`config.mk`:
```
export PLATFORM = sky130hd
export DESIGN_NAME = hazard_unit_flat
export DESIGN_NICKNAME = d
export VERILOG_FILES = /design/src/rtl/hazard_if.sv /design/src/rtl/hazard_unit.sv /design/src/flat_wrapper.sv
export SDC_FILE = /design/constraint.sdc
export NUM_CORES = 1
export LEC_CHECK = 0
export ABC_AREA = 1
export CAP_MARGIN = 20
export CORE_MARGIN = 8
export CORE_UTILIZATION = 43
export DETAILED_ROUTE_END_ITERATION = 8
export PLACE_DENSITY_LB_ADDON = 0.12
export SETUP_SLACK_MARGIN = 0.02
export SLEW_MARGIN = 0
export SYNTH_ARGS = -nofsm -noshare
export SYNTH_HDL_FRONTEND = slang
export SYNTH_SLANG_ARGS = --single-unit
```
`constraint.sdc`:
```
create_clock -name clk -period 1.89 [get_ports clk]
set_input_delay 0.189 -clock clk [delete_from_list [all_inputs] [get_ports clk]]
set_output_delay 0.189 -clock clk [all_outputs]
set_load 0.01 [all_outputs]
```
`src/rtl/hazard_if.sv`:
```
// Hazard unit bundle: pipeline-side flags and specifiers in, stall/flush/forward controls out.
// When HAZARD_PERF_EN is defined the bundle also carries the two stall performance counters.
interface hazard_if #(
  parameter int REGW = 5
);
  logic [REGW-1:0] rsD;
  logic [REGW-1:0] rtD;
  logic [REGW-1:0] rsE;
  logic [REGW-1:0] rtE;
  logic [REGW-1:0] writeregE;
  logic [REGW-1:0] writeregM;
  logic [REGW-1:0] writeregW;
  logic            branchD;
  logic            memtoregE;
  logic            regwriteE;
  logic            memtoregM;
  logic            regwriteM;
  logic            regwriteW;
  logic            memreqM;
  logic            memreadyM;
  logic            stallF;
  logic            stallD;
  logic            stallE;
  logic            stallM;
  logic            flushE;
  logic            flushW;
  logic            forwardAD;
  logic            forwardBD;
  logic [1:0]      forwardAE;
  logic [1:0]      forwardBE;
  logic            mem_err;
`ifdef HAZARD_PERF_EN
  logic [31:0]     lwstall_cnt;
  logic [31:0]     memstall_cnt;
`endif

  // Pipeline side: supplies specifiers and flags, consumes the hazard controls.
  modport master (
    output rsD, rtD, rsE, rtE, writeregE, writeregM, writeregW,
    output branchD, memtoregE, regwriteE, memtoregM, regwriteM, regwriteW,
    output memreqM, memreadyM,
    input  stallF, stallD, stallE, stallM, flushE, flushW,
    input  forwardAD, forwardBD, forwardAE, forwardBE, mem_err
`ifdef HAZARD_PERF_EN
    , input lwstall_cnt, memstall_cnt
`endif
  );

  // Hazard unit side.
  modport slave (
    input  rsD, rtD, rsE, rtE, writeregE, writeregM, writeregW,
    input  branchD, memtoregE, regwriteE, memtoregM, regwriteM, regwriteW,
    input  memreqM, memreadyM,
    output stallF, stallD, stallE, stallM, flushE, flushW,
    output forwardAD, forwardBD, forwardAE, forwardBE, mem_err
`ifdef HAZARD_PERF_EN
    , output lwstall_cnt, memstall_cnt
`endif
  );
endinterface

```
`src/rtl/hazard_unit.sv`:
```
// Hazard/stall engine for the 5-stage MIPS pipeline: forwarding selects, load-use and
// branch-compare stalls, and a data-memory wait FSM with timeout and sticky error flag.
// Optional feature macro: HAZARD_PERF_EN adds saturating stall performance counters.
module hazard_unit #(
  parameter int REGW        = 5,
  parameter int TOW         = 8,
  parameter int MEM_TIMEOUT = 16
) (
  input  logic clk,
  input  logic reset,
  hazard_if.slave hz
);

  localparam logic [0:0]     S_IDLE    = 1'b0;
  localparam logic [0:0]     S_WAIT    = 1'b1;
  localparam logic [TOW-1:0] TIMEOUT_C = TOW'(MEM_TIMEOUT);

  // Register 0 is hard-wired zero, so it never creates a dependency.
  function automatic logic reg_match(input logic [REGW-1:0] a, input logic [REGW-1:0] b);
    return (a != '0) && (a == b);
  endfunction

  // Memory-stage result is newer than writeback, so it wins a double match.
  function automatic logic [1:0] fwd_sel(input logic [REGW-1:0] src,
                                         input logic [REGW-1:0] wm, input logic rwm,
                                         input logic [REGW-1:0] ww, input logic rww);
    if (rwm && reg_match(src, wm))      return 2'b10;
    else if (rww && reg_match(src, ww)) return 2'b01;
    else                                return 2'b00;
  endfunction

  logic [0:0]     state_q, state_d;
  logic [TOW-1:0] cnt_q, cnt_d;
  logic           err_q, err_d;
  logic           memstall;
  logic           lwstall;
  logic           brstall;

  // Forwarding selects and stall detection are purely combinational.
  always_comb begin
    hz.forwardAE = fwd_sel(hz.rsE, hz.writeregM, hz.regwriteM, hz.writeregW, hz.regwriteW);
    hz.forwardBE = fwd_sel(hz.rtE, hz.writeregM, hz.regwriteM, hz.writeregW, hz.regwriteW);
    hz.forwardAD = hz.regwriteM && reg_match(hz.rsD, hz.writeregM);
    hz.forwardBD = hz.regwriteM && reg_match(hz.rtD, hz.writeregM);
    lwstall = hz.memtoregE &&
              (reg_match(hz.rsD, hz.rtE) || reg_match(hz.rtD, hz.rtE));
    brstall = hz.branchD &&
              ((hz.regwriteE && (reg_match(hz.rsD, hz.writeregE) ||
                                 reg_match(hz.rtD, hz.writeregE))) ||
               (hz.memtoregM && (reg_match(hz.rsD, hz.writeregM) ||
                                 reg_match(hz.rtD, hz.writeregM))));
  end

  // Memory wait FSM next state; stall is asserted from the first not-ready cycle and
  // dropped in the cycle the access completes or is forced complete by timeout.
  always_comb begin
    state_d  = state_q;
    cnt_d    = cnt_q;
    err_d    = err_q;
    memstall = 1'b0;
    case (state_q)
      S_IDLE: begin
        if (hz.memreqM && !hz.memreadyM) begin
          state_d  = S_WAIT;
          cnt_d    = TOW'(1);
          memstall = 1'b1;
        end
      end
      S_WAIT: begin
        if (!hz.memreqM || hz.memreadyM) begin
          state_d = S_IDLE;
          cnt_d   = '0;
        end else if (cnt_q == TIMEOUT_C) begin
          state_d = S_IDLE;
          cnt_d   = '0;
          err_d   = 1'b1;
        end else begin
          memstall = 1'b1;
          cnt_d    = cnt_q + TOW'(1);
        end
      end
      default: begin
        state_d = S_IDLE;
        cnt_d   = '0;
      end
    endcase
  end

  // FSM, timeout counter and sticky error flag.
  always_ff @(posedge clk or posedge reset) begin
    if (reset) begin
      state_q <= S_IDLE;
      cnt_q   <= '0;
      err_q   <= 1'b0;
    end else begin
      state_q <= state_d;
      cnt_q   <= cnt_d;
      err_q   <= err_d;
    end
  end

  // Stall/flush priority: memory wait freezes F..M and bubbles W; otherwise a
  // load-use or branch hazard holds F/D and bubbles E. All forced low during reset.
  always_comb begin
    hz.stallF = 1'b0;
    hz.stallD = 1'b0;
    hz.stallE = 1'b0;
    hz.stallM = 1'b0;
    hz.flushE = 1'b0;
    hz.flushW = 1'b0;
    if (!reset) begin
      if (memstall) begin
        hz.stallF = 1'b1;
        hz.stallD = 1'b1;
        hz.stallE = 1'b1;
        hz.stallM = 1'b1;
        hz.flushW = 1'b1;
      end else if (lwstall || brstall) begin
        hz.stallF = 1'b1;
        hz.stallD = 1'b1;
        hz.flushE = 1'b1;
      end
    end
  end

  assign hz.mem_err = err_q;

`ifdef HAZARD_PERF_EN
  function automatic logic [31:0] sat_inc(input logic [31:0] v);
    return (v == 32'hFFFF_FFFF) ? v : v + 32'd1;
  endfunction

  logic [31:0] lwcnt_q, lwcnt_d;
  logic [31:0] mscnt_q, mscnt_d;

  // Counters advance once per hazard-stall cycle and stick at all-ones.
  always_comb begin
    lwcnt_d = lwcnt_q;
    mscnt_d = mscnt_q;
    if ((lwstall || brstall) && !memstall) lwcnt_d = sat_inc(lwcnt_q);
    if (memstall)                          mscnt_d = sat_inc(mscnt_q);
  end

  // Performance counter registers.
  always_ff @(posedge clk or posedge reset) begin
    if (reset) begin
      lwcnt_q <= '0;
      mscnt_q <= '0;
    end else begin
      lwcnt_q <= lwcnt_d;
      mscnt_q <= mscnt_d;
    end
  end

  assign hz.lwstall_cnt  = lwcnt_q;
  assign hz.memstall_cnt = mscnt_q;
`endif

endmodule
```
`src/flat_wrapper.sv`:
```
// flat-port wrapper written by rule: the top's interface ports become plain ports
module hazard_unit_flat 
#(
  parameter int REGW        = 5,
  parameter int TOW         = 8,
  parameter int MEM_TIMEOUT = 16
)
  (clk, reset, hz_rsD, hz_rtD, hz_rsE, hz_rtE, hz_writeregE, hz_writeregM, hz_writeregW, hz_branchD, hz_memtoregE, hz_regwriteE, hz_memtoregM, hz_regwriteM, hz_regwriteW, hz_memreqM, hz_memreadyM, hz_stallF, hz_stallD, hz_stallE, hz_stallM, hz_flushE, hz_flushW, hz_forwardAD, hz_forwardBD, hz_forwardAE, hz_forwardBE, hz_mem_err);
  hazard_if #(.REGW(REGW)) hz_i ();
  input  logic clk;
  input  logic reset;
  input wire logic [$bits(hz_i.rsD)-1:0] hz_rsD;
  input wire logic [$bits(hz_i.rtD)-1:0] hz_rtD;
  input wire logic [$bits(hz_i.rsE)-1:0] hz_rsE;
  input wire logic [$bits(hz_i.rtE)-1:0] hz_rtE;
  input wire logic [$bits(hz_i.writeregE)-1:0] hz_writeregE;
  input wire logic [$bits(hz_i.writeregM)-1:0] hz_writeregM;
  input wire logic [$bits(hz_i.writeregW)-1:0] hz_writeregW;
  input wire logic [$bits(hz_i.branchD)-1:0] hz_branchD;
  input wire logic [$bits(hz_i.memtoregE)-1:0] hz_memtoregE;
  input wire logic [$bits(hz_i.regwriteE)-1:0] hz_regwriteE;
  input wire logic [$bits(hz_i.memtoregM)-1:0] hz_memtoregM;
  input wire logic [$bits(hz_i.regwriteM)-1:0] hz_regwriteM;
  input wire logic [$bits(hz_i.regwriteW)-1:0] hz_regwriteW;
  input wire logic [$bits(hz_i.memreqM)-1:0] hz_memreqM;
  input wire logic [$bits(hz_i.memreadyM)-1:0] hz_memreadyM;
  output wire logic [$bits(hz_i.stallF)-1:0] hz_stallF;
  output wire logic [$bits(hz_i.stallD)-1:0] hz_stallD;
  output wire logic [$bits(hz_i.stallE)-1:0] hz_stallE;
  output wire logic [$bits(hz_i.stallM)-1:0] hz_stallM;
  output wire logic [$bits(hz_i.flushE)-1:0] hz_flushE;
  output wire logic [$bits(hz_i.flushW)-1:0] hz_flushW;
  output wire logic [$bits(hz_i.forwardAD)-1:0] hz_forwardAD;
  output wire logic [$bits(hz_i.forwardBD)-1:0] hz_forwardBD;
  output wire logic [$bits(hz_i.forwardAE)-1:0] hz_forwardAE;
  output wire logic [$bits(hz_i.forwardBE)-1:0] hz_forwardBE;
  output wire logic [$bits(hz_i.mem_err)-1:0] hz_mem_err;
  assign hz_i.rsD = hz_rsD;
  assign hz_i.rtD = hz_rtD;
  assign hz_i.rsE = hz_rsE;
  assign hz_i.rtE = hz_rtE;
  assign hz_i.writeregE = hz_writeregE;
  assign hz_i.writeregM = hz_writeregM;
  assign hz_i.writeregW = hz_writeregW;
  assign hz_i.branchD = hz_branchD;
  assign hz_i.memtoregE = hz_memtoregE;
  assign hz_i.regwriteE = hz_regwriteE;
  assign hz_i.memtoregM = hz_memtoregM;
  assign hz_i.regwriteM = hz_regwriteM;
  assign hz_i.regwriteW = hz_regwriteW;
  assign hz_i.memreqM = hz_memreqM;
  assign hz_i.memreadyM = hz_memreadyM;
  assign hz_stallF = hz_i.stallF;
  assign hz_stallD = hz_i.stallD;
  assign hz_stallE = hz_i.stallE;
  assign hz_stallM = hz_i.stallM;
  assign hz_flushE = hz_i.flushE;
  assign hz_flushW = hz_i.flushW;
  assign hz_forwardAD = hz_i.forwardAD;
  assign hz_forwardBD = hz_i.forwardBD;
  assign hz_forwardAE = hz_i.forwardAE;
  assign hz_forwardBE = hz_i.forwardBE;
  assign hz_mem_err = hz_i.mem_err;
  hazard_unit #(.REGW(REGW), .TOW(TOW), .MEM_TIMEOUT(MEM_TIMEOUT)) u_core (.clk(clk), .reset(reset), .hz(hz_i));
endmodule
```
==> impl_metrics.env <==
export IMPL_syn_instance_count=227
export IMPL_grt_pass1_vias=1592
export IMPL_drc_errors=0
export IMPL_cts_tree="yes"
export IMPL_antennaDiodeCount=0
export IMPL_slew_headroom_pct=79.3
export IMPL_start_kind="register"
export IMPL_min_period_ns=1.79
export IMPL_ir_drop_uv=213
export IMPL_required_ns=1.70
export IMPL_overflow=0
export IMPL_io_pins=58
export IMPL_critPathKind="register to primary output"
export IMPL_cts_hold_fix_buffers=0
export IMPL_numPortBuffers=57
export IMPL_worstHoldPathType="input pin to async pin"
export IMPL_drive_above_1_share_pct=21.2
export IMPL_seq_area_um2=250
export IMPL_clock_sinks=10
export IMPL_yosys_top_cells_area="dfrtp_1 18%, nand2_1 16%, xor2_1 13%"
export IMPL_synth_seq_area_share_pct=18.2
export IMPL_dieArea_um2=5260
export IMPL_grt_usage_pct=15.9
export IMPL_yosysTopAreaCell="dfrtp_1"
export IMPL_utilization_pct=74.5
export IMPL_clock_latency_ns=0.26
export IMPL_grt_max_degree=11
export IMPL_areaGrowthSynthToFinish_pct=65.5
export IMPL_fmax_mhz=557
export IMPL_syn_area_um2=1370
export IMPL_end_kind="primary output"
export IMPL_gp_congestion=0.845
export IMPL_fin_skew_ns=0.00188
export IMPL_h_tree_depth=1
export IMPL_initial_core_util_pct=45.0
export IMPL_power_density_nw_per_um2=328
export IMPL_synth_nets=274
export IMPL_drtIter0Drc=93
export IMPL_fill_cells=269
export IMPL_status="completed"
export IMPL_fp_row_count=20
export IMPL_nets=365
export IMPL_crit_slowest_cell="dfrtp_1"
export IMPL_vias=1688
export IMPL_worstPathCellList="inv_2, ha_4, nand2_2, nor3_4, a21oi_2, nand2_1, inv_1, clkdlybuf4s15_1"
export IMPL_path_buf_inv=3
export IMPL_clock_path_buffers=2
export IMPL_wire_per_inst_um=11.9
export IMPL_cts_reportedPaths_clkPinSlew_ns=0.06
export IMPL_antenna_found_initial=0
export IMPL_drv_slew=0
export IMPL_yosys_warnings=0
export IMPL_synth_area_per_cell_um2=6.05
export IMPL_maxCapViolCount=0
export IMPL_drt_total_wl_um=4300
export IMPL_cp_top_family="flip-flops"
export IMPL_cts_buffers=3
export IMPL_final_hold_viol_count=0
export IMPL_multi_input_area_um2=1030
export IMPL_die_height_um=72.5
export IMPL_via_per_inst=4.69
export IMPL_core_um2=3050
export IMPL_dpl_hpwl_um=3590
export IMPL_finalCritPeriodShare_pct=94.9
export IMPL_crit_arrival_ns=1.60
export IMPL_setup_tns_ns=0
export IMPL_yosysUniqueCellTypes=24
export IMPL_clockRootBuffer="clkbuf_4"
export IMPL_cp_max_fo=4
export IMPL_hold_ws_ns=0.293
export IMPL_synth_top_cell_area_share_pct=18.2
export IMPL_placed_cell_area_um2=2200
export IMPL_cp_slowest_stage_delay_ns=0.41
export IMPL_drtAntennaViolNets=0
export IMPL_finalInstanceArea_um2=2270
export IMPL_setup_violations=0
export IMPL_die_w_um=72.5
export IMPL_grt_pass1_wl_um=6960
export IMPL_ys_ff_latch=10
export IMPL_firstDrtPassIters=5
export IMPL_power_leakage_nw=1.23
export IMPL_tightest_slew_ns=0.308
cells in the mapped netlist:
master / n
nor3_1: 4
o2111ai_1: 1
buf_4: 3
nor2_1: 26
buf_2: 2
a31o_2: 1
nand4_1: 6
nand2_1: 59
a211oi_1: 1
ha_1: 2
xor2_1: 20
dfrtp_1: 10
nor4_1: 4
xnor2_1: 14
nand2_2: 1
o22ai_1: 2
nand3_1: 11
a21oi_1: 5
nor2_2: 1
or2_2: 1
inv_1: 38
nand3_2: 2
a21boi_0: 1
o21ai_0: 12
placed cells by master, fill, tap and decap left out, types with 2 or more instances in the layout:
cell             instances
xor2_1                  20
a21oi_1                  4
inv_2                    4
dlymetal6s2s_1           6
buf_4                   34
nand4_1                  6
clkdlybuf4s50_1         16
clkbuf_2                 7
nor2_1                  25
clkbuf_4                 3
nand2_1                 58
xnor2_1                 13
nand3_1                 11
dfrtp_1                 10
clkdlybuf4s15_1          5
o22ai_1                  2
nand3_2                  2
inv_1                   34
o21ai_0                 11
dlygate4sd2_1           21
nor3_1                   2
nor4_2                   2
nand2_2                  2
nor2_2                   2
state kept, by name, indices dropped and copies added (netlist names):
| name | flops |
|---|---|
| u_core.state_q | 1 |
| u_core.cnt_q | 8 |
| u_core.hz.mem_err | 1 |
path summary, 6_finish.rpt:
| check | cells past startpoint | from | to | slack (ns) |
|---|---|---|---|---|
| max reg2reg | 10 | u_core.cnt_q[0]$_DFFE_PP0P_ | u_core.cnt_q[4]$_DFFE_PP0P_ | 0.33 |
| min | 3 | reset | u_core.hz.mem_err$_DFFE_PP0P_ | 0.29 |
| min in group clk | 1 | u_core.hz.mem_err$_DFFE_PP0P_ | u_core.hz.mem_err$_DFFE_PP0P_ | 0.47 |
| min reg2reg | 1 | u_core.hz.mem_err$_DFFE_PP0P_ | u_core.hz.mem_err$_DFFE_PP0P_ | 0.47 |
| max | 8 | u_core.cnt_q[0]$_DFFE_PP0P_ | hz_stallM | 0.1 |
| max in group asynchronous | 3 | reset | u_core.cnt_q[3]$_DFFE_PP0P_ | 1.46 |
tightest hold or removal path: cells and delay by family:
| family | cells | cell delay [ns] |
|---|---|---|
| buf+inv | 3 | 0.72 |
stage by stage:
stage / std cells / total power, mW / worst slack [ns]
finish: 360 / 0.747 / 0.0960
global route: 360 / 0.808 / -0.00498
CTS: 359 / 0.736 / -0.0144
detailed placement: 354 / 0.607 / -0.454
global placement: 354 / 0.604 / -0.405
floorplan: 227 / 0.395 / 0.267
per-layer routing:
layer | up-vias | global-route usage [%] | wire length (um)
li1 | 892 | - | -
met1 | 736 | 20.7 | 2090
met2 | 60 | 26.1 | 1900
met3 | 0 | 4.41 | 305
met4 | 0 | 1.33 | 0
met5 | - | 0 | 0
layout make-up:
cell class	instances	share of cell area, %
multi-input cells	174	45.2
repair buffers	91	34.1
flip-flops and latches	10	11.0
inverters	38	6.27
well taps	44	2.42
clock buffers	3	0.991
power breakdown:
part | switching (mW) | internal [mW]
clock | 0.0674 | 0.0733
combinational | 0.183 | 0.193
sequential | 0.00832 | 0.222
repair_timing:
action | 4_1_cts | 5_1_grt
buffers inserted | 2 | 1
setup endpoints to repair | 12 | 12
pin swaps | 3 | 8
resized for setup | 48 | 36
cells by family (layout without fill, tap and decap cells):
group | after synthesis | in the layout | synth area share, %
and+or+nand+nor | 115 | 115 | 36.1
adders and majority gates | 2 | 2 | 1.82
AOI/OAI and AO/OA | 23 | 23 | 9.47
xor gates and xnor gates | 34 | 34 | 21.7
buffers and inverters | 43 | 132 | 12.8
DFF | 10 | 10 | 18.2
(Power assumes the default switching activity.)
